==> src/rtl/rx_reader_pkg.sv <==
// rtl/rx_reader_pkg.sv - shared types and constants for the RX sample reader
//
// Purpose: FSM state encoding, tick-word count and FIFO entry layout shared by
//          rx_samp_reader and rx_reader_fifo.
// Ports:   none (package).
// Config:  RX_READER_TICKS_EN adds the ST_TICKS state to the encoding.
package rx_reader_pkg;

  typedef enum logic [2:0] {
    ST_IDLE  = 3'd0,
    ST_CTR   = 3'd1,
    ST_BURST = 3'd2,
    ST_FLUSH = 3'd3
`ifdef RX_READER_TICKS_EN
    , ST_TICKS = 3'd4
`endif
  } rd_state_e;

  // Timestamp words appended to a frame when ticks are enabled (ticks[47:0]).
  localparam int TICK_WORDS = 3;

  // One FIFO entry: end-of-frame tag above the 16-bit memory word.
  typedef struct packed {
    logic        last;
    logic [15:0] data;
  } fifo_entry_t;

endpackage

==> src/rtl/rx_samp_reader_if.sv <==
// rtl/rx_samp_reader_if.sv - memory read port and output stream bundle
//
// Purpose: groups the sample-memory handshake and the output valid/ready stream.
// Signals: get_buf_ctr_C, get_rx_samp_C, reset_bufs_C (reader -> memory),
//          rx_rd_C, rx_dout_C (memory -> reader),
//          m_data, m_valid, m_last (reader -> consumer), m_ready (consumer -> reader).
// Modports: master = reader side, slave = memory/consumer side.
interface rx_samp_reader_if;

  logic        get_buf_ctr_C;
  logic        get_rx_samp_C;
  logic        reset_bufs_C;
  logic        rx_rd_C;
  logic [15:0] rx_dout_C;
  logic [15:0] m_data;
  logic        m_valid;
  logic        m_ready;
  logic        m_last;

  modport master (
    output get_buf_ctr_C, get_rx_samp_C, reset_bufs_C,
    input  rx_rd_C, rx_dout_C,
    output m_data, m_valid, m_last,
    input  m_ready
  );

  modport slave (
    input  get_buf_ctr_C, get_rx_samp_C, reset_bufs_C,
    output rx_rd_C, rx_dout_C,
    input  m_data, m_valid, m_last,
    output m_ready
  );

endinterface

==> src/rtl/rx_reader_fifo.sv <==
// rtl/rx_reader_fifo.sv - output FIFO with frame rollback
//
// Purpose: DEPTH-entry FIFO of {last,data} entries, one cycle from push to
//          non-empty. mark records the write pointer at frame start; drop
//          discards the current frame's words that have not been popped yet.
// Ports:   clk, rst_n (async active-low); push/wdata; pop; mark; drop;
//          rdata (head entry); empty; full; free_cnt.
// Config:  none.
module rx_reader_fifo
  import rx_reader_pkg::*;
#(
  parameter int DEPTH = 64,
  parameter int AW    = $clog2(DEPTH)
) (
  input  logic        clk,
  input  logic        rst_n,
  input  logic        push,
  input  fifo_entry_t wdata,
  input  logic        pop,
  input  logic        mark,
  input  logic        drop,
  output fifo_entry_t rdata,
  output logic        empty,
  output logic        full,
  output logic [AW:0] free_cnt
);

  fifo_entry_t mem [DEPTH];

  // Pointers carry one extra wrap bit so full and empty are distinguishable.
  logic [AW:0] wr_ptr, rd_ptr, frm_ptr;
  logic [AW:0] count, rd_nxt, frm_cnt;
  logic        do_push, do_pop;

  assign count    = wr_ptr - rd_ptr;
  assign empty    = (count == '0);
  assign full     = (count == (AW+1)'(DEPTH));
  assign free_cnt = (AW+1)'(DEPTH) - count;

  assign do_pop  = pop && !empty;
  // A pop in the same cycle frees the slot, so a full FIFO still accepts.
  assign do_push = push && (!full || do_pop);
  assign rd_nxt  = rd_ptr + (AW+1)'(do_pop);
  assign frm_cnt = wr_ptr - frm_ptr;

  always_ff @(posedge clk or negedge rst_n) begin
    if (!rst_n) begin
      wr_ptr  <= '0;
      rd_ptr  <= '0;
      frm_ptr <= '0;
    end else begin
      rd_ptr <= rd_nxt;
      if (drop) begin
        // If the consumer already reached into the frame, everything left
        // belongs to it; otherwise rewind to where the frame began.
        wr_ptr <= (frm_cnt >= count) ? rd_nxt : frm_ptr;
      end else if (do_push) begin
        wr_ptr <= wr_ptr + (AW+1)'(1);
      end
      if (mark) begin
        frm_ptr <= wr_ptr;
      end
    end
  end

  always_ff @(posedge clk) begin
    if (do_push) begin
      mem[wr_ptr[AW-1:0]] <= wdata;
    end
  end

  assign rdata = mem[rd_ptr[AW-1:0]];

endmodule

==> src/rtl/rx_samp_reader.sv <==
// rtl/rx_samp_reader.sv - reads audio sample buffers from memory into a stream
//
// Purpose: on rx_srq_C, reads the buffer counter word then nsamps_C*WORDS_PER_SAMP
//          sample words (one read outstanding at a time) into an output FIFO,
//          tagging the frame's final word with m_last. A read not answered
//          within RD_TIMEOUT cycles aborts the frame, sets err_to and pulses
//          reset_bufs_C.
// Ports:   cpu_clk; reset_n (async active-low); enable; rx_srq_C; nsamps_C;
//          busy; err_to (sticky); clr_err; bus (rx_samp_reader_if.master:
//          memory strobes/response and m_data/m_valid/m_ready/m_last stream).
// Config:  RX_READER_TICKS_EN appends three timestamp reads (TICKS state).
module rx_samp_reader
  import rx_reader_pkg::*;
#(
  parameter int WORDS_PER_SAMP = 3,
  parameter int FIFO_DEPTH     = 64,
  parameter int RD_TIMEOUT     = 15
) (
  input  logic             cpu_clk,
  input  logic             reset_n,
  input  logic             enable,
  input  logic             rx_srq_C,
  input  logic [15:0]      nsamps_C,
  output logic             busy,
  output logic             err_to,
  input  logic             clr_err,
  rx_samp_reader_if.master bus
);

  localparam int AW = $clog2(FIFO_DEPTH);
  localparam int TW = $clog2(RD_TIMEOUT + 1);
  localparam logic [TW-1:0] TMR_LAST = TW'(RD_TIMEOUT - 1);

  rd_state_e   state, state_nxt;
  logic [31:0] rem, rem_nxt;
  logic        outstanding;
  logic [TW-1:0] tmr;
  logic        err_q, rbuf_q;

  logic        ctr_stb, samp_stb;
  logic        rd_ok, rd_timeout;
  logic        fifo_push, push_last, frame_mark;
  logic        fifo_empty, fifo_full;
  logic [AW:0] free_cnt;
  fifo_entry_t wr_entry, head;

  // Responses with nothing outstanding are stray and ignored.
  assign rd_ok = bus.rx_rd_C && outstanding;
  // tmr counts 1.. from the strobe; last accepted response cycle is RD_TIMEOUT-1.
  assign rd_timeout = outstanding && !bus.rx_rd_C && (tmr == TMR_LAST);

  always_comb begin
    state_nxt  = state;
    rem_nxt    = rem;
    ctr_stb    = 1'b0;
    samp_stb   = 1'b0;
    fifo_push  = 1'b0;
    push_last  = 1'b0;
    frame_mark = 1'b0;
    case (state)
      ST_IDLE: begin
        if (enable && rx_srq_C && (free_cnt != '0)) begin
          state_nxt  = ST_CTR;
          rem_nxt    = 32'(nsamps_C) * 32'(WORDS_PER_SAMP);
          frame_mark = 1'b1;
        end
      end
      ST_CTR: begin
        // The free slot checked in IDLE is reserved for the counter word.
        ctr_stb = !outstanding;
        if (rd_ok) begin
          fifo_push = 1'b1;
          if (rem == 32'd0) begin
`ifdef RX_READER_TICKS_EN
            state_nxt = ST_TICKS;
            rem_nxt   = 32'(TICK_WORDS);
`else
            push_last = 1'b1;
            state_nxt = ST_FLUSH;
`endif
          end else begin
            state_nxt = ST_BURST;
          end
        end
      end
      ST_BURST: begin
        samp_stb = !outstanding && !fifo_full;
        if (rd_ok) begin
          fifo_push = 1'b1;
          rem_nxt   = rem - 32'd1;
          if (rem == 32'd1) begin
`ifdef RX_READER_TICKS_EN
            state_nxt = ST_TICKS;
            rem_nxt   = 32'(TICK_WORDS);
`else
            push_last = 1'b1;
            state_nxt = ST_FLUSH;
`endif
          end
        end
      end
`ifdef RX_READER_TICKS_EN
      ST_TICKS: begin
        samp_stb = !outstanding && !fifo_full;
        if (rd_ok) begin
          fifo_push = 1'b1;
          rem_nxt   = rem - 32'd1;
          if (rem == 32'd1) begin
            push_last = 1'b1;
            state_nxt = ST_FLUSH;
          end
        end
      end
`endif
      ST_FLUSH: state_nxt = ST_IDLE;
      default:  state_nxt = ST_IDLE;
    endcase
    if (rd_timeout) begin
      state_nxt = ST_IDLE;
    end
  end

  always_ff @(posedge cpu_clk or negedge reset_n) begin
    if (!reset_n) begin
      state       <= ST_IDLE;
      rem         <= '0;
      outstanding <= 1'b0;
      tmr         <= '0;
      err_q       <= 1'b0;
      rbuf_q      <= 1'b0;
    end else begin
      state <= state_nxt;
      rem   <= rem_nxt;
      if (ctr_stb || samp_stb) begin
        outstanding <= 1'b1;
        tmr         <= TW'(1);
      end else if (rd_ok || rd_timeout) begin
        outstanding <= 1'b0;
        tmr         <= '0;
      end else if (outstanding) begin
        tmr <= tmr + TW'(1);
      end
      rbuf_q <= rd_timeout;
      // A timeout in the same cycle as clr_err wins.
      if (rd_timeout) begin
        err_q <= 1'b1;
      end else if (clr_err) begin
        err_q <= 1'b0;
      end
    end
  end

  assign wr_entry = {push_last, bus.rx_dout_C};

  rx_reader_fifo #(.DEPTH(FIFO_DEPTH)) u_fifo (
    .clk      (cpu_clk),
    .rst_n    (reset_n),
    .push     (fifo_push),
    .wdata    (wr_entry),
    .pop      (bus.m_ready),
    .mark     (frame_mark),
    .drop     (rd_timeout),
    .rdata    (head),
    .empty    (fifo_empty),
    .full     (fifo_full),
    .free_cnt (free_cnt)
  );

  assign bus.get_buf_ctr_C = ctr_stb;
  assign bus.get_rx_samp_C = samp_stb;
  assign bus.reset_bufs_C  = rbuf_q;
  // Head RAM is not reset, so data and tag are gated by valid.
  assign bus.m_valid = !fifo_empty;
  assign bus.m_data  = fifo_empty ? 16'h0000 : head.data;
  assign bus.m_last  = !fifo_empty && head.last;
  assign busy        = (state != ST_IDLE);
  assign err_to      = err_q;

endmodule

==> src/flat_wrapper.sv <==
// flat-port wrapper written by rule: the top's interface ports become plain ports
module rx_samp_reader_flat import rx_reader_pkg::*;
#(
  parameter int WORDS_PER_SAMP = 3,
  parameter int FIFO_DEPTH     = 64,
  parameter int RD_TIMEOUT     = 15
)
  (cpu_clk, reset_n, enable, rx_srq_C, nsamps_C, busy, err_to, clr_err, bus_get_buf_ctr_C, bus_get_rx_samp_C, bus_reset_bufs_C, bus_rx_rd_C, bus_rx_dout_C, bus_m_data, bus_m_valid, bus_m_last, bus_m_ready);
  rx_samp_reader_if bus_i ();
  input  logic cpu_clk;
  input  logic reset_n;
  input  logic enable;
  input  logic rx_srq_C;
  input  logic [15:0] nsamps_C;
  output logic busy;
  output logic err_to;
  input  logic clr_err;
  output wire logic [$bits(bus_i.get_buf_ctr_C)-1:0] bus_get_buf_ctr_C;
  output wire logic [$bits(bus_i.get_rx_samp_C)-1:0] bus_get_rx_samp_C;
  output wire logic [$bits(bus_i.reset_bufs_C)-1:0] bus_reset_bufs_C;
  input wire logic [$bits(bus_i.rx_rd_C)-1:0] bus_rx_rd_C;
  input wire logic [$bits(bus_i.rx_dout_C)-1:0] bus_rx_dout_C;
  output wire logic [$bits(bus_i.m_data)-1:0] bus_m_data;
  output wire logic [$bits(bus_i.m_valid)-1:0] bus_m_valid;
  output wire logic [$bits(bus_i.m_last)-1:0] bus_m_last;
  input wire logic [$bits(bus_i.m_ready)-1:0] bus_m_ready;
  assign bus_get_buf_ctr_C = bus_i.get_buf_ctr_C;
  assign bus_get_rx_samp_C = bus_i.get_rx_samp_C;
  assign bus_reset_bufs_C = bus_i.reset_bufs_C;
  assign bus_i.rx_rd_C = bus_rx_rd_C;
  assign bus_i.rx_dout_C = bus_rx_dout_C;
  assign bus_m_data = bus_i.m_data;
  assign bus_m_valid = bus_i.m_valid;
  assign bus_m_last = bus_i.m_last;
  assign bus_i.m_ready = bus_m_ready;
  rx_samp_reader #(.WORDS_PER_SAMP(WORDS_PER_SAMP), .FIFO_DEPTH(FIFO_DEPTH), .RD_TIMEOUT(RD_TIMEOUT)) u_core (.cpu_clk(cpu_clk), .reset_n(reset_n), .enable(enable), .rx_srq_C(rx_srq_C), .nsamps_C(nsamps_C), .busy(busy), .err_to(err_to), .clr_err(clr_err), .bus(bus_i));
endmodule
==> config.mk <==
export PLATFORM = sky130hd
export DESIGN_NAME = rx_samp_reader_flat
export DESIGN_NICKNAME = d
export VERILOG_FILES = /design/src/rtl/rx_reader_pkg.sv /design/src/rtl/rx_samp_reader_if.sv /design/src/rtl/rx_reader_fifo.sv /design/src/rtl/rx_samp_reader.sv /design/src/flat_wrapper.sv
export SDC_FILE = /design/constraint.sdc
export NUM_CORES = 1
export LEC_CHECK = 0
export BUFFER_PORTS_ARGS = -buffer_cell sky130_fd_sc_hd__clkbuf_2
export CAP_MARGIN = 20
export CORE_ASPECT_RATIO = 1.2
export CORE_MARGIN = 2
export CORE_UTILIZATION = 55
export DETAILED_ROUTE_END_ITERATION = 10
export PLACE_DENSITY = 0.76
export SLEW_MARGIN = 10
export SYNTH_ARGS = -nofsm -noshare
export SYNTH_HDL_FRONTEND = slang
export SYNTH_SLANG_ARGS = --single-unit
==> constraint.sdc <==
create_clock -name cpu_clk -period 4.53 [get_ports cpu_clk]
set_input_delay 0.2265 -clock cpu_clk [delete_from_list [all_inputs] [get_ports cpu_clk]]
set_output_delay 0.2265 -clock cpu_clk [all_outputs]
set_load 0.03 [all_outputs]
==> results of run 1 <==
==> timing repair <==
action                                 in CTS  in global routing
hold buffers                                4                  0
setup endpoints to repair                   4                  8
endpoints found under the hold margin      72                  0
gates cloned                                0                  0
resized for setup                           3                  6
==> kinds of logic (layout without fill, tap and decap cells) <==
kind of cell	Yosys count	after routing	share of synthesized area
flops	1150	1150	0.7305
mux	394	394	0.1479
compound gates	342	342	0.05251
simple gates	338	338	0.03480
buf+inv	176	428	0.01578
fa+ha+maj	50	50	0.01383
xor+xnor	25	25	0.004674
other cells	0	1	0
==> per-stage QoR <==
step / utilization / hold slack [ns] / setup WS (ns)
6_report: 0.6235 / 0.03663 / 0.09676
3_5_place_dp: 0.5804 / 0.4681 / 0.4103
3_3_place_gp: 0.5804 / 0.4172 / 0.4956
5_1_grt: 0.6235 / 0.06322 / 0.004711
2_1_floorplan: - / -0.06909 / -0.4073
4_1_cts: 0.6231 / 0.01742 / 0.09886
==> Yosys cell counts, types with 17 or more instances <==
master	count
nor3_1	37
nand2_1	90
a221oi_1	70
mux4_2	238
dfrtp_1	62
mux2i_1	151
nor2_1	96
a22oi_1	34
inv_1	43
clkbuf_1	61
buf_1	17
nand3_1	20
edfxtp_1	1088
a21oi_1	33
o21ai_0	71
ha_1	47
buf_2	48
o22ai_1	39
==> worst register-to-register path, cell delays in order (launching register included) <==
cell	delay (ns)
dfrtp_1	0.45
inv_1	0.19
ha_1	0.20
inv_1	0.05
fa_1	0.42
a211oi_2	0.32
o21bai_1	0.12
a211oi_1	0.24
buf_4	0.17
nor2_1	0.06
ha_1	0.31
o211a_1	0.17
nand2_1	0.06
o21ai_1	0.66
mux2_2	0.42
nor2_1	0.10
a31oi_1	0.05
==> report_power, final <==
group	total (mW)	internal (mW)	leakage, nW	switching, mW
clock network	9.20	5.25	1.70	3.95
registers	12.1	11.9	10.5	0.227
logic	10.9	4.23	5.22	6.70
==> flip-flops by register name (all words and copies together), names as in the netlist <==
name,count
u_core.u_fifo.mem,1088
u_core.rem,32
u_core.u_fifo.frm_ptr,7
u_core.u_fifo.rd_ptr,7
u_core.u_fifo.wr_ptr,7
u_core.tmr,4
u_core.state,2
u_core.bus.reset_bufs_C,1
u_core.err_to,1
u_core.outstanding,1
==> worst max path at each step <==
stage / from / to / slack [ns] / depth (start not counted)
floorplan: u_core.u_fifo.rd_ptr[2] / u_core.u_fifo.mem[59][0] / -0.41 / 11
global placement: u_core.u_fifo.wr_ptr[0] / u_core.u_fifo.wr_ptr[0] / 0.50 / 16
detailed placement: u_core.u_fifo.wr_ptr[0] / u_core.u_fifo.wr_ptr[6] / 0.41 / 16
CTS: u_core.u_fifo.rd_ptr[1] / bus_m_data[0] / 0.1 / 8
global route: u_core.u_fifo.rd_ptr[0] / bus_m_data[0] / 0.005 / 7
finish: u_core.u_fifo.rd_ptr[1] / bus_m_data[0] / 0.1 / 8
==> layout by cell type, fill, tap and decap left out, types with 39 or more instances in the layout <==
cell          n
edfxtp_1   1088
mux4_2      238
mux2i_1     151
buf_4       118
clkbuf_16   102
nand2_1      90
nor2_1       80
o21ai_0      71
a221oi_1     70
clkbuf_2     61
dfrtp_1      59
ha_1         47
inv_1        42
o22ai_1      39
==> metal layers <==
layer,GRT usage,up-vias
li1,-,10550
met1,0.3476,13180
met2,0.4434,1698
met3,0.05337,269
met4,0.1262,2
met5,0,-
==> layout make-up <==
class	count	area (sq um)	share of cell area
Clock inverter	82	987.2	0.01871
Clock buffer	108	2575	0.04881
Antenna cell	1	2.502	0.00004743
Inverter	46	172.7	0.003273
Multi-Input combinational cell	1149	12000	0.2275
Tap cell	1130	1414	0.02680
Sequential cell	1150	34230	0.6488
Timing Repair Buffer	192	1375	0.02606
==> qor.yml, run 1 <==
timing:
  fin_skew_ns: 0.04736
  final-setup-viol-count: 0
  maxSlewHeadroom: 0.2987
  post-route-period-util: 0.9786
  rsz0062_at_grt: "no"
  slew_violations: 0
  clock.fmax_mhz: 225.6
  post-route-min-period_ns: 4.433
  tightest_slew_ns: 1.052
  finalSetupTns_ns: 0
  hold_viol_final: 0
cells_and_area:
  area_delta_synth_final_pct: 12.62
  layout.nets: 2730
  fin_area_sq_mm: 0.05276
  fin_cells: 3858
  final_layout_size_suffix_gt1_frac: 0.2369
  nFillCells: 5668
floorplan:
  core_sq_mm: 0.08461
  die_h_um: 323.7
  io_pins: 62
  rows: 117
  start_util: 0.5537
  fp.dieW_um: 270.4
  die_area_sq_mm: 0.08754
cts:
  cts_sinks: 1150
  cts_root_buf: "clkbuf_16"
  path_clk_slew_ns: 0.07
  htreeDepth: 3
  postCtsSetupBuffers: 0
  clockBufferDepth: 3
  cts_buffers: 102
  clk_latency_ns: 0.69
  tritoncts: "done"
synthesis:
  synth-edff-count: 1088
  ys_warn_count: 0
  avgSynthCellArea_sq_um: 18.93
  yosysUniqueCellTypes: 78
  synth_top_cell_by_area: "edfxtp_1"
  syn_area_sq_mm: 0.04685
  syn_nets: 2564
  ys.flop_type: "edfxtp_1"
  synth_area_leaders: "edfxtp_1 70%, mux4_2 11%, dfrtp_1 3.3%"
  async_reset_ff_frac: 0.05391
  netlist_instances: 2475
  post-synth-top-area-fraction: 0.6974
  ys_seq_area_frac: 0.7305
  ys_seq_elements: 1150
setup_path:
  regToRegStartpoint: "u_core.u_fifo.wr_ptr[0]"
  crit_path_cell_trace: "buf_6 -> nor2_4 -> a221oi_1 -> a22oi_1 -> nand2_1 -> o22ai_1 -> nor3_1 -> clkbuf_2"
  timing.rr.end: "u_core.u_fifo.wr_ptr[6]"
  cp-start-kind: "flop"
  reg2reg_depth: 16
  r2r_slack_ns: 0.39
  cp.required_ns: 4.30
  crit_family: "compound AO/OA/AOI/OAI gates"
  path_max_fanout: 44
  crit_buf_inv: 2
  critPathArrivalTime_ns: 4.21
  critPathMaxStageDelay_ns: 0.77
  crit_type: "flop to output pin"
  slowest_stage: "nor2_4"
  endpoint_kind: "output pin"
detailed_routing:
  routed-wl-met2_um: 58060
  top_layer: "met5"
  routedWlPerCell_um: 30.36
  wl_met3_um: 11460
  viasPerCell: 6.661
  detail-route-antenna-nets: 0
  first_pass_iters: 6
  drt_first_iter_violations: 3348
  route.detailed.drc: 0
  wl_met1_um: 41890
  via_count: 25700
  routed_wl_um: 117100
min_path:
  hold_path_class: "input port to flop"
  min_path_cells: 1
  worstHoldStart: "bus_rx_dout_C[1]"
  min_to: "u_core.u_fifo.mem[45][1]"
pwr:
  power_leakage_nw: 17.38
  powerDensity_mw_per_mm2: 611.0
  total_power_mw: 32.24
  ir_worst_vdd_uv: 999.4
grt:
  grt_pass1_wl_um: 171700
  gr-total-overflow: 0
  track_usage: 0.2687
  antenna_found_initial: 4
  grt_pass1_vias: 25660
  grt_max_degree: 113
place:
  port_buffers: 61
  gp_congestion: 0.9309
  hpwl_um: 67040
  dp_cells: 3663
  place_area_sq_mm: 0.04911
status:
  status: "finished, final reports clean"
run:
  drv_cap: 0
No activity file was read; power rests on OpenSTA's default activity.
==> inputs of run 2 (changes only) <==
clock period = 3.7 ns   (was 4.53 ns; I/O delays follow)
==> run 2 against run 1 <==
The run now ends with negative setup slack left. Die area did not move. Critical endpoint is now bus_m_data[9]. Hold slack better by 0.0045 ns. Critical path type unchanged. Clock power up 17%. Cell count grew 1.8%. Sequential power rose by 22%. Non-clock buffer count up 73. First-iteration DRC count shrank 9.8%.
==> qor.yml, run 2 (same netlist as run 1, synthesis figures left out) <==
cells_and_area:
  seq_area_sq_mm: 0.03423  # unchanged
  antenna_cells: 0  # was 1
  nFillCells: 5534  # was 5668
  layout.nets: 2802  # was 2730
  final_cell_mix: "1088 x edfxtp_1, 238 x mux4_2, 150 x mux2i_1, 123 x buf_4, 102 x clkbuf_16"  # was 1088 x edfxtp_1, 238 x mux4_2, 151 x mux2i_1, 118 x buf_4, 102 x clkbuf_16
  fin_area_sq_mm: 0.05484  # was 0.05276 sq mm
  layout_commonest_cell: "edfxtp_1"  # unchanged
  multi_input_area_sq_mm: 0.01262  # was 0.01200 sq mm
  area_delta_synth_final_pct: 17.05  # was 12.62%
  largest_register_ffs: 1088  # unchanged
  final_layout_size_suffix_gt1_frac: 0.2793  # was 0.2369
setup_path:
  regToRegStartpoint: "u_core.u_fifo.rd_ptr[1]"  # was u_core.u_fifo.wr_ptr[0]
  crit_family: "compound AO/OA/AOI/OAI gates"  # unchanged
  timing.rr.end: "u_core.u_fifo.wr_ptr[5]"  # was u_core.u_fifo.wr_ptr[6]
  critPathMaxStageDelay_ns: 0.57  # was 0.77 ns
  endpoint_kind: "output pin"  # unchanged
  crit_top_cell: "buf_16"
  r2r_slack_ns: 0.19  # was 0.39 ns
  slowest_stage: "a221oi_1"  # was nor2_4
  cp.required_ns: 3.51  # was 4.30 ns
  crit_path_cell_trace: "buf_16 -> buf_16 -> mux2i_1 -> a221oi_1 -> o21ai_0 -> nand2_1 -> o22ai_2 -> nor3_4 -> clkbuf_4"  # was buf_6 -> nor2_4 -> a221oi_1 -> a22oi_1 -> nand2_1 -> o22ai_1 -> nor3_1 -> clkbuf_2
  cp-start-kind: "flop"  # unchanged
  path_max_fanout: 27  # was 44
  reg2reg_depth: 13  # was 16
  crit_type: "flop to output pin"  # unchanged
  critPathArrivalTime_ns: 3.53  # was 4.21 ns
  crit_buf_inv: 3  # was 2
cts:
  clockBufferDepth: 3  # unchanged
  clk_latency_ns: 0.70  # was 0.69 ns
  tritoncts: "done"  # unchanged
  cts_buffers: 101  # was 102
  cts_sinks: 1150  # unchanged
  path_clk_slew_ns: 0.06  # was 0.07 ns
  htreeDepth: 3  # unchanged
  cts_root_buf: "clkbuf_16"  # unchanged
grt:
  grt_pass1_wl_um: 172300  # was 171700 um
  antenna_found_initial: 2  # was 4
  grt_pass1_vias: 26110  # was 25660
  grt_max_degree: 65  # was 113
  gr-total-overflow: 0  # unchanged
  track_usage: 0.2712  # was 0.2687
floorplan:
  fp.dieW_um: 270.4  # unchanged
  io_pins: 62  # unchanged
  die_area_sq_mm: 0.08754  # unchanged
  die_h_um: 323.7  # unchanged
  start_util: 0.5537  # unchanged
  rows: 117  # unchanged
  core_sq_mm: 0.08461  # unchanged
status:
  violations: "negative setup slack"
  status: "finished, violations left"  # was finished, final reports clean
timing:
  maxSlewHeadroom: 0.2917  # was 0.2987
  timing.hold.ws_ns: 0.04115  # was 0.03663 ns
  post-route-min-period_ns: 3.714
  clock.fmax_mhz: 269.3
  fin_skew_ns: 0.02863  # was 0.04736 ns
  rsz0062_at_grt: "yes"  # was no
  slew_violations: 0  # unchanged
  final-setup-viol-count: 1  # was 0
  worst_slack_ns: -0.01367  # was 0.09676 ns
  post-route-period-util: 1.004
  tightest_slew_ns: 1.055  # was 1.052 ns
  hold_viol_final: 0  # unchanged
detailed_routing:
  routedWlPerCell_um: 30.07  # was 30.36 um
  route.detailed.drc: 0  # unchanged
  viasPerCell: 6.560  # was 6.661
  first_pass_iters: 8  # was 6
  via_count: 25750  # was 25700
  drt_first_iter_violations: 3020  # was 3348
  routed_wl_um: 118100  # was 117100 um
  detail-route-antenna-nets: 0  # unchanged
min_path:
  min_path_cells: 6  # was 1
  worstHoldStart: "nsamps_C[1]"  # was bus_rx_dout_C[1]
  hold_path_class: "input port to flop"  # unchanged
  min_to: "u_core.rem[1]"  # was u_core.u_fifo.mem[45][1]
run:
  drv_cap: 0  # unchanged
place:
  port_buffers: 61  # unchanged
  gp_congestion: 0.9160  # was 0.9309
  place_area_sq_mm: 0.05047  # was 0.04911 sq mm
  hpwl_um: 66080  # was 67040 um
pwr:
  power_leakage_nw: 18.18  # was 17.38 nW
  total_power_mw: 41.21  # was 32.24 mW
  powerDensity_mw_per_mm2: 751.5  # was 611.0 mW/mm^2
  ir_worst_vdd_uv: 827.7  # was 999.4 uV
## run 2: cell count changes in the layout (fill, tap and decap cells not counted), sizes merged
cell,before,now
bufbuf,0,5
buf,127,202
inv,53,50
bufinv,19,15
diode,1,0
clkinvlp,13,2
dlygate4sd3,4,5
clkbuf,169,175
## run 2: worst max path at each step
| stage | from | endpoint | slack, ns | depth (start not counted) |
|---|---|---|---|---|
| 3_5_place_dp | u_core.u_fifo.wr_ptr[0] | u_core.u_fifo.wr_ptr[6] | 0.14 | 18 |
| 2_1_floorplan | u_core.u_fifo.rd_ptr[3] | u_core.u_fifo.mem[62][0] | -0.12 | 11 |
| 3_3_place_gp | u_core.u_fifo.wr_ptr[0] | u_core.u_fifo.wr_ptr[6] | 0.17 | 18 |
| 5_1_grt | u_core.u_fifo.rd_ptr[0] | bus_m_data[13] | -0.02 | 9 |
| 6_report | u_core.u_fifo.rd_ptr[0] | bus_m_data[9] | -0.01 | 9 |
| 4_1_cts | u_core.u_fifo.rd_ptr[2] | bus_m_data[14] | 0.001 | 12 |
## run 2: timing repair
action / in CTS / in global routing
setup endpoints to repair: 17 / 34
gates resized for setup: 72 / 64
gates cloned: 8 / 1
endpoints found under the hold margin: 45 / 11
buffers inserted: 1 / 1
pin swaps: 7 / 13
hold buffers: 4 / 1
## run 2: worst register-to-register path, cell delays in order (launching register included)
cell and delay (ns):
dfrtp_4 0.53, inv_1 0.18, ha_1 0.26, nor2b_1 0.17
o2111a_1 0.28, a311oi_4 0.40, ha_1 0.33, o211a_1 0.26
a221oi_2 0.24, o21ai_2 0.13, buf_4 0.19, mux2i_1 0.17
o22a_1 0.15, o21ai_0 0.09
## run 2: cell type report
type | count | share of cell area
clock buffers | 122 | 0.04789
clock inverters | 64 | 0.01387
inverters | 46 | 0.003149
multi-input cells | 1149 | 0.2301
flip-flops and latches | 1150 | 0.6243
well taps | 1130 | 0.02578
repair buffers | 265 | 0.05497
## run 2: stage by stage
stage | util | TNS [ns] | cells | setup slack [ns]
5_1_grt | 0.6481 | -0.06567 | 3926 | -0.01627
6_report | 0.6481 | -0.01367 | 3926 | -0.01367
3_5_place_dp | 0.5965 | 0 | 3723 | 0.1449
4_1_cts | 0.6442 | 0 | 3922 | 0.001068
3_3_place_gp | 0.5965 | 0 | 3723 | 0.1670
2_1_floorplan | - | -66.80 | 2475 | -0.1241
## run 2: metal layers
metal | routed length (um) | share of wire | track usage
met1 | 42830 | 0.36 | 0.3468
met2 | 59690 | 0.51 | 0.4596
met3 | 9778 | 0.083 | 0.04397
met4 | 5748 | 0.049 | 0.1271
met5 | 16 | 0.00014 | 0
## run 2: where the power goes
| group | switching [mW] | total [mW] | internal, mW | leakage, nW |
|---|---|---|---|---|
| combinational | 8.87 | 15.6 | 6.71 | 6.08 |
| clock | 4.68 | 10.8 | 6.13 | 1.65 |
| sequential | 0.279 | 14.8 | 14.5 | 10.5 |
